**src/rtl/kyber_keygen_loader.sv**
```systemverilog
// rtl/kyber_keygen_loader.sv - Baby-Kyber keygen sequencer: streams coefficients in, triggers keygen, streams public key out
// Drives the accelerator's memory-mapped window with registered kt_* outputs; single outstanding read.
module kyber_keygen_loader #(
  parameter logic [31:0] BASE_ADDR = 32'h4000_7000,
  parameter logic [31:0] TRIG_ADDR = 32'h4000_7164,
  parameter int          N_IN      = 32,
  parameter int          N_OUT     = 24,
  parameter int          TIMEOUT   = 1024
) (
  input  logic        clk,
  input  logic        rst_n,
  input  logic        start,
  input  logic [31:0] in_data,
  input  logic        in_valid,
  output logic        in_ready,
  output logic [31:0] out_data,
  output logic        out_valid,
  input  logic        out_ready,
  output logic        busy,
  output logic        done,
  output logic        error,
  output logic        kt_enable,
  output logic        kt_key_enable,
  output logic        kt_wen,
  output logic [31:0] kt_addr,
  output logic [31:0] kt_data,
  output logic [7:0]  kt_bytelane,
  input  logic [31:0] kt_data_resp,
  input  logic        kt_key_done
);

  localparam int TW = $clog2(TIMEOUT);
  localparam logic [5:0]    LAST_IN  = 6'(N_IN - 1);
  localparam logic [4:0]    LAST_OUT = 5'(N_OUT - 1);
  localparam logic [TW-1:0] T_LAST   = TW'(TIMEOUT - 1);

  typedef enum logic [2:0] {
    IDLE, LOAD, TRIG, WAIT, RD_ADDR, RD_WAIT, OUT
  } state_t;

  state_t        state;
  logic [5:0]    idx;
  logic [4:0]    k;
  logic [4:0]    k_nxt;
  logic [TW-1:0] timer;
  logic          key_done_q;
  logic [31:0]   wr_addr;
  logic [31:0]   rd_next_addr;

  assign in_ready     = (state == LOAD);
  assign busy         = (state != IDLE);
  assign kt_bytelane  = 8'hFF;
  assign k_nxt        = k + 5'd1;
  assign wr_addr      = BASE_ADDR + {24'd0, idx, 2'b00};
  assign rd_next_addr = BASE_ADDR + {25'd0, k_nxt, 2'b00};

  always_ff @(posedge clk) begin
    if (!rst_n) begin
      state         <= IDLE;
      idx           <= '0;
      k             <= '0;
      timer         <= '0;
      key_done_q    <= 1'b0;
      error         <= 1'b0;
      done          <= 1'b0;
      out_data      <= '0;
      out_valid     <= 1'b0;
      kt_enable     <= 1'b0;
      kt_key_enable <= 1'b0;
      kt_wen        <= 1'b0;
      kt_addr       <= '0;
      kt_data       <= '0;
    end else begin
      done       <= 1'b0;
      kt_wen     <= 1'b0;
      key_done_q <= kt_key_done;
      case (state)
        IDLE: begin
          kt_addr <= '0;
          kt_data <= '0;
          if (start) begin
            state         <= LOAD;
            error         <= 1'b0;
            idx           <= '0;
            k             <= '0;
            timer         <= '0;
            kt_enable     <= 1'b1;
            kt_key_enable <= 1'b1;
          end
        end
        LOAD: begin
          if (in_valid) begin
            kt_wen  <= 1'b1;
            kt_addr <= wr_addr;
            kt_data <= in_data;
            idx     <= idx + 6'd1;
            if (idx == LAST_IN) state <= TRIG;
          end
        end
        TRIG: begin
          kt_wen  <= 1'b1;
          kt_addr <= TRIG_ADDR;
          kt_data <= '0;
          timer   <= '0;
          state   <= WAIT;
        end
        WAIT: begin
          kt_addr <= '0;
          kt_data <= '0;
          // Edge-qualified so a key_done left high by a previous run cannot fire early.
          if (kt_key_done && !key_done_q) begin
            state   <= RD_ADDR;
            k       <= '0;
            kt_addr <= BASE_ADDR;
          end else if (timer == T_LAST) begin
            error         <= 1'b1;
            state         <= IDLE;
            kt_enable     <= 1'b0;
            kt_key_enable <= 1'b0;
          end else begin
            timer <= timer + 1'b1;
          end
        end
        RD_ADDR: begin
          state <= RD_WAIT;
        end
        RD_WAIT: begin
          // Accelerator has registered the response for the address held since RD_ADDR.
          out_data  <= kt_data_resp;
          out_valid <= 1'b1;
          state     <= OUT;
        end
        OUT: begin
          if (out_ready) begin
            out_valid <= 1'b0;
            if (k == LAST_OUT) begin
              done          <= 1'b1;
              state         <= IDLE;
              kt_enable     <= 1'b0;
              kt_key_enable <= 1'b0;
              kt_addr       <= '0;
            end else begin
              k       <= k_nxt;
              kt_addr <= rd_next_addr;
              state   <= RD_ADDR;
            end
          end
        end
        default: state <= IDLE;
      endcase
    end
  end

endmodule

```
**config.mk**
```make
export PLATFORM = sky130hd
export DESIGN_NAME = kyber_keygen_loader
export DESIGN_NICKNAME = d
export VERILOG_FILES = /design/src/rtl/kyber_keygen_loader.sv
export SDC_FILE = /design/constraint.sdc
export NUM_CORES = 1
export LEC_CHECK = 0
export CAP_MARGIN = 25
export CORE_AREA = 2 2 104 106
export CTS_BUF_LIST = sky130_fd_sc_hd__clkbuf_8
export CTS_CLUSTER_DIAMETER = 80
export DETAILED_ROUTE_END_ITERATION = 6
export DIE_AREA = 0 0 106 108
export PLACE_DENSITY = 0.81
export REMOVE_ABC_BUFFERS = 1
export SYNTH_ARGS = -nofsm -noshare
export SYNTH_HDL_FRONTEND = slang
export SYNTH_SLANG_ARGS = --single-unit
```
**constraint.sdc**
```tcl
create_clock -name clk -period 2.1 [get_ports clk]
set_clock_uncertainty 0.15 [all_clocks]
set_input_delay 0.42 -clock clk [delete_from_list [all_inputs] [get_ports clk]]
set_output_delay 0.42 -clock clk [all_outputs]
set_load 0.005 [all_outputs]
```
==> load_flow_metrics.sql <==
INSERT INTO impl_metrics (metric_group, metric, value, unit) VALUES
('route', 'post-route-drc-count', '0', ''),
('timing', 'post-route-period-util', '97.1', '%'),
('critical_path', 'critPathLaunchType', 'flop', ''),
('critical_path', 'worst_setup_path_end_kind', 'output port', ''),
('grt', 'grt.total_usage', '20.6', '%'),
('grt', 'via_count_of_the_first_global_routing_pass', '4057', ''),
('yosys', 'yosysMostFrequentCell', 'sky130_fd_sc_hd__dfxtp_1', ''),
('route', 'routedWlPerCell', '14.6', 'um'),
('critical_path', 'slowest_cell_on_the_critical_path', 'sky130_fd_sc_hd__clkdlybuf4s50_1', ''),
('yosys', 'yosys_register_bits', '102', ''),
('clocking', 'numCtsBuffers', '9', ''),
('layout', 'synthToLayoutAreaGrowth', '43.6', '%'),
('clocking', 'cts_hold_repair.buffers', '0', ''),
('grt', 'grt_pass1_wl', '19.2', 'mm'),
('placed_design', 'placed_cells_incl_taps', '813', ''),
('route', 'routed_wirelength', '12.1', 'mm'),
('clocking', 'max_root_sink_buffers', '2', ''),
('layout', 'cell_count_final_fillers_out', '832', ''),
('status', 'status', 'completed', ''),
('floorplanning', 'start_util', '44.0', '%'),
('yosys', 'synth.top_cells.by_area', 'sky130_fd_sc_hd__dfxtp_1 (45%), sky130_fd_sc_hd__nand2_1 (6.9%), sky130_fd_sc_hd__a21oi_1 (6.6%)', ''),
('power', 'p_clk_share', '29.7', '%'),
('critical_path', 'criticalPathCategory', 'reg -> out', ''),
('flow_run', 'max_cap_viol_count', '0', ''),
('yosys', 'synth.distinct_cells', '56', ''),
('route', 'drt_first_pass_iters', '4', ''),
('yosys', 'syn_avg_cell_area', '8.44', 'sq um'),
('clocking', 'clock_sinks', '102', ''),
('route', 'dr_total_vias', '4339', ''),
('yosys', 'synthesis.instances', '534', ''),
('timing', 'timing.final.crit_period', '2040', 'ps'),
('power', 'combPwrFrac', '17.3', '%'),
('yosys', 'synth.yosys.seq_area_share', '45.3', '%'),
('power', 'intPower', '2.78', 'mW'),
('timing', 'finalHoldViolCount', '0', ''),
('critical_path', 'cp_cell_sequence', 'inv_1 -> nand2_1 -> clkdlybuf4s50_1', ''),
('layout', 'insertedDiodeCount', '0', ''),
('yosys', 'cell_area_after_technology_mapping', '4500', 'sq um'),
('clocking', 'clock_insertion_delay_worst_skew', '360', 'ps'),
('power', 'net_switching_component_of_the_power', '1.03', 'mW'),
('power', 'ratio_of_total_power_to_cell_area', '588', 'nW/um^2'),
('yosys', 'ys_async_sr_fraction', '0', '%'),
('timing', 'clock.fmax', '490', 'MHz'),
('floorplanning', 'die_height', '108', 'um'),
('route', 'post_detailed_route_count_of_antenna_violating_nets', '0', ''),
('clocking', 'cts_htree_levels', '3', ''),
('timing', 'rsz_0062_raised_after_global_routing', 'no', ''),
('power', 'ir_worst_vdd', '0.000448', 'V'),
('placed_design', 'place.detailed.hpwl', '8.83', 'mm'),
('floorplanning', 'dieArea', '11400', 'sq um'),
('yosys', 'predominant_post_synthesis_flop_cell', 'sky130_fd_sc_hd__dfxtp_1', ''),
('power', 'share_seq_of_total_power', '53.0', '%'),
('placed_design', 'numPortBuffers', '152', ''),
('layout', 'n_fill_cell', '872', ''),
('floorplanning', 'ioPinCount', '182', ''),
('timing', 'timing.hold.ws', '309', 'ps'),
('timing', 'timing.final.max_slew_violations', '0', ''),
('critical_path', 'timing.critical_path.required', '1530', 'ps'),
('min_path', 'timing.hold.worst.class', 'reg -> reg', ''),
('clocking', 'tritoncts_clock_tree', 'done', ''),
('route', 'post_drt_via_cell_ratio', '5.22', ''),
('critical_path', 'critical_path_fanout_max', '6', ''),
('yosys', 'synth_area_leader_cell', 'sky130_fd_sc_hd__dfxtp_1', ''),
('route', 'detail_route.iter0.violations', '286', ''),
('power', 'swShare', '27.0', '%'),
('floorplanning', 'rows', '37', ''),
('floorplanning', 'fp.dieW', '106', 'um'),
('grt', 'total_global_routing_overflow', '0', ''),
('clocking', 'cts_root_buffer', 'sky130_fd_sc_hd__clkbuf_8', ''),
('yosys', 'ys.warnings.count', '0', ''),
('yosys', 'synth-edff-count', '0', '');
[layout by cell type, fill, tap and decap left out, types with 4 or more instances in the layout]
cell	Yosys	routed
sky130_fd_sc_hd__nand2b_1	5	5
sky130_fd_sc_hd__a22oi_1	36	36
sky130_fd_sc_hd__nand3_1	10	10
sky130_fd_sc_hd__nor4_1	5	5
sky130_fd_sc_hd__conb_1	2	29
sky130_fd_sc_hd__xor2_1	4	4
sky130_fd_sc_hd__dfxtp_1	102	99
sky130_fd_sc_hd__buf_4	34	28
sky130_fd_sc_hd__clkdlybuf4s50_1	0	151
sky130_fd_sc_hd__nand3b_1	5	5
sky130_fd_sc_hd__nand2_1	83	83
sky130_fd_sc_hd__nand4b_1	4	4
sky130_fd_sc_hd__nor3_1	6	5
sky130_fd_sc_hd__buf_12	0	9
sky130_fd_sc_hd__a21oi_1	59	59
sky130_fd_sc_hd__o31ai_1	9	9
sky130_fd_sc_hd__inv_1	6	6
sky130_fd_sc_hd__or3_1	4	4
sky130_fd_sc_hd__or4_1	7	7
sky130_fd_sc_hd__and3_1	4	4
sky130_fd_sc_hd__nor2_1	51	49
sky130_fd_sc_hd__o21ai_0	8	8
sky130_fd_sc_hd__clkbuf_8	0	9
[what timing repair did]
action | in CTS | in global routing
buffers inserted | 0 | 3
resized for setup | 7 | 3
endpoints found under the setup margin | 2 | 6
[registers in the layout, indices dropped and copies added (netlist names)]
signal	cells
out_data	32
k	5
done	1
out_valid	1
key_done_q	1
kt_key_enable	1
timer	10
kt_data	32
state	3
error	1
kt_addr	8
idx	6
kt_wen	1
[routing by layer]
layer	vias up	GRT usage, %	wire length (um)
met1	2022	24.8	5060
li1	2132	-	-
met4	0	5.73	206
met2	165	36.0	5950
met5	-	0	0
met3	20	5.85	897
[worst paths after layout]
| check | startpoint | to | slack [ps] | depth (start not counted) |
|---|---|---|---|---|
| worst min-delay path | out_data[3] | out_data[3] | 310 | 2 |
| worst max register to register | state[2] | kt_addr[14] | 90 | 6 |
| worst max-delay path | state[1] | busy | 60 | 3 |
| worst min register to register | out_data[3] | out_data[3] | 310 | 2 |
[power by group through the flow]
stage / Clock, mW / Sequential, mW / Combinational, mW
global placement: 0 / 2.06 / 0.633
global route: 1.24 / 2.02 / 0.717
detailed placement: 0 / 2.06 / 0.646
floorplan: 0 / 2.07 / 0.221
CTS: 1.16 / 2.02 / 0.648
finish: 1.13 / 2.01 / 0.659
[area by class of cell]
cell class                 count  share of cell area, %
clock inverter                 7                  0.793
timing repair buffer         189                   29.5
sequential                   102                   31.7
multi-input combinational    383                   33.0
inverter                       6                  0.348
clock buffer                   9                   1.91
tap                          136                   2.63
[worst max-delay path: cells and delay by family, from the launching register on]
family	cells	cell delay (ps)
buffers and inverters	2	590
DFF	1	400
and+or+nand+nor	1	110
[stage by stage]
step	util [%]	setup WS (ps)	total power [mW]	area (sq um)	TNS (ps)
after floorplan	-	-468	2.29	4180	-27330
after global placement	61.1	-109	2.69	6250	-845
after detailed placement	61.1	-191	2.71	6250	-1590
after CTS	62.9	10.4	3.83	6430	0
after global routing	63.2	4.11	3.97	6470	0
final	63.2	60.4	3.80	6470	0
[cells by family (layout without fill, tap and decap cells)]
logic type                 Yosys count  in the layout  share of synthesized area, %
and+or+nand+nor                    201            201                          21.7
AOI/OAI and AO/OA                  140            140                          20.0
DFF                                102            102                          45.3
buffers and inverters               76            211                          9.92
xor gates and xnor gates             7              7                          1.36
adders and majority gates            3              3                         0.833
muxes                                3              3                         0.667
other                                2             29                         0.167
Power figures use the tool's default switching activity.
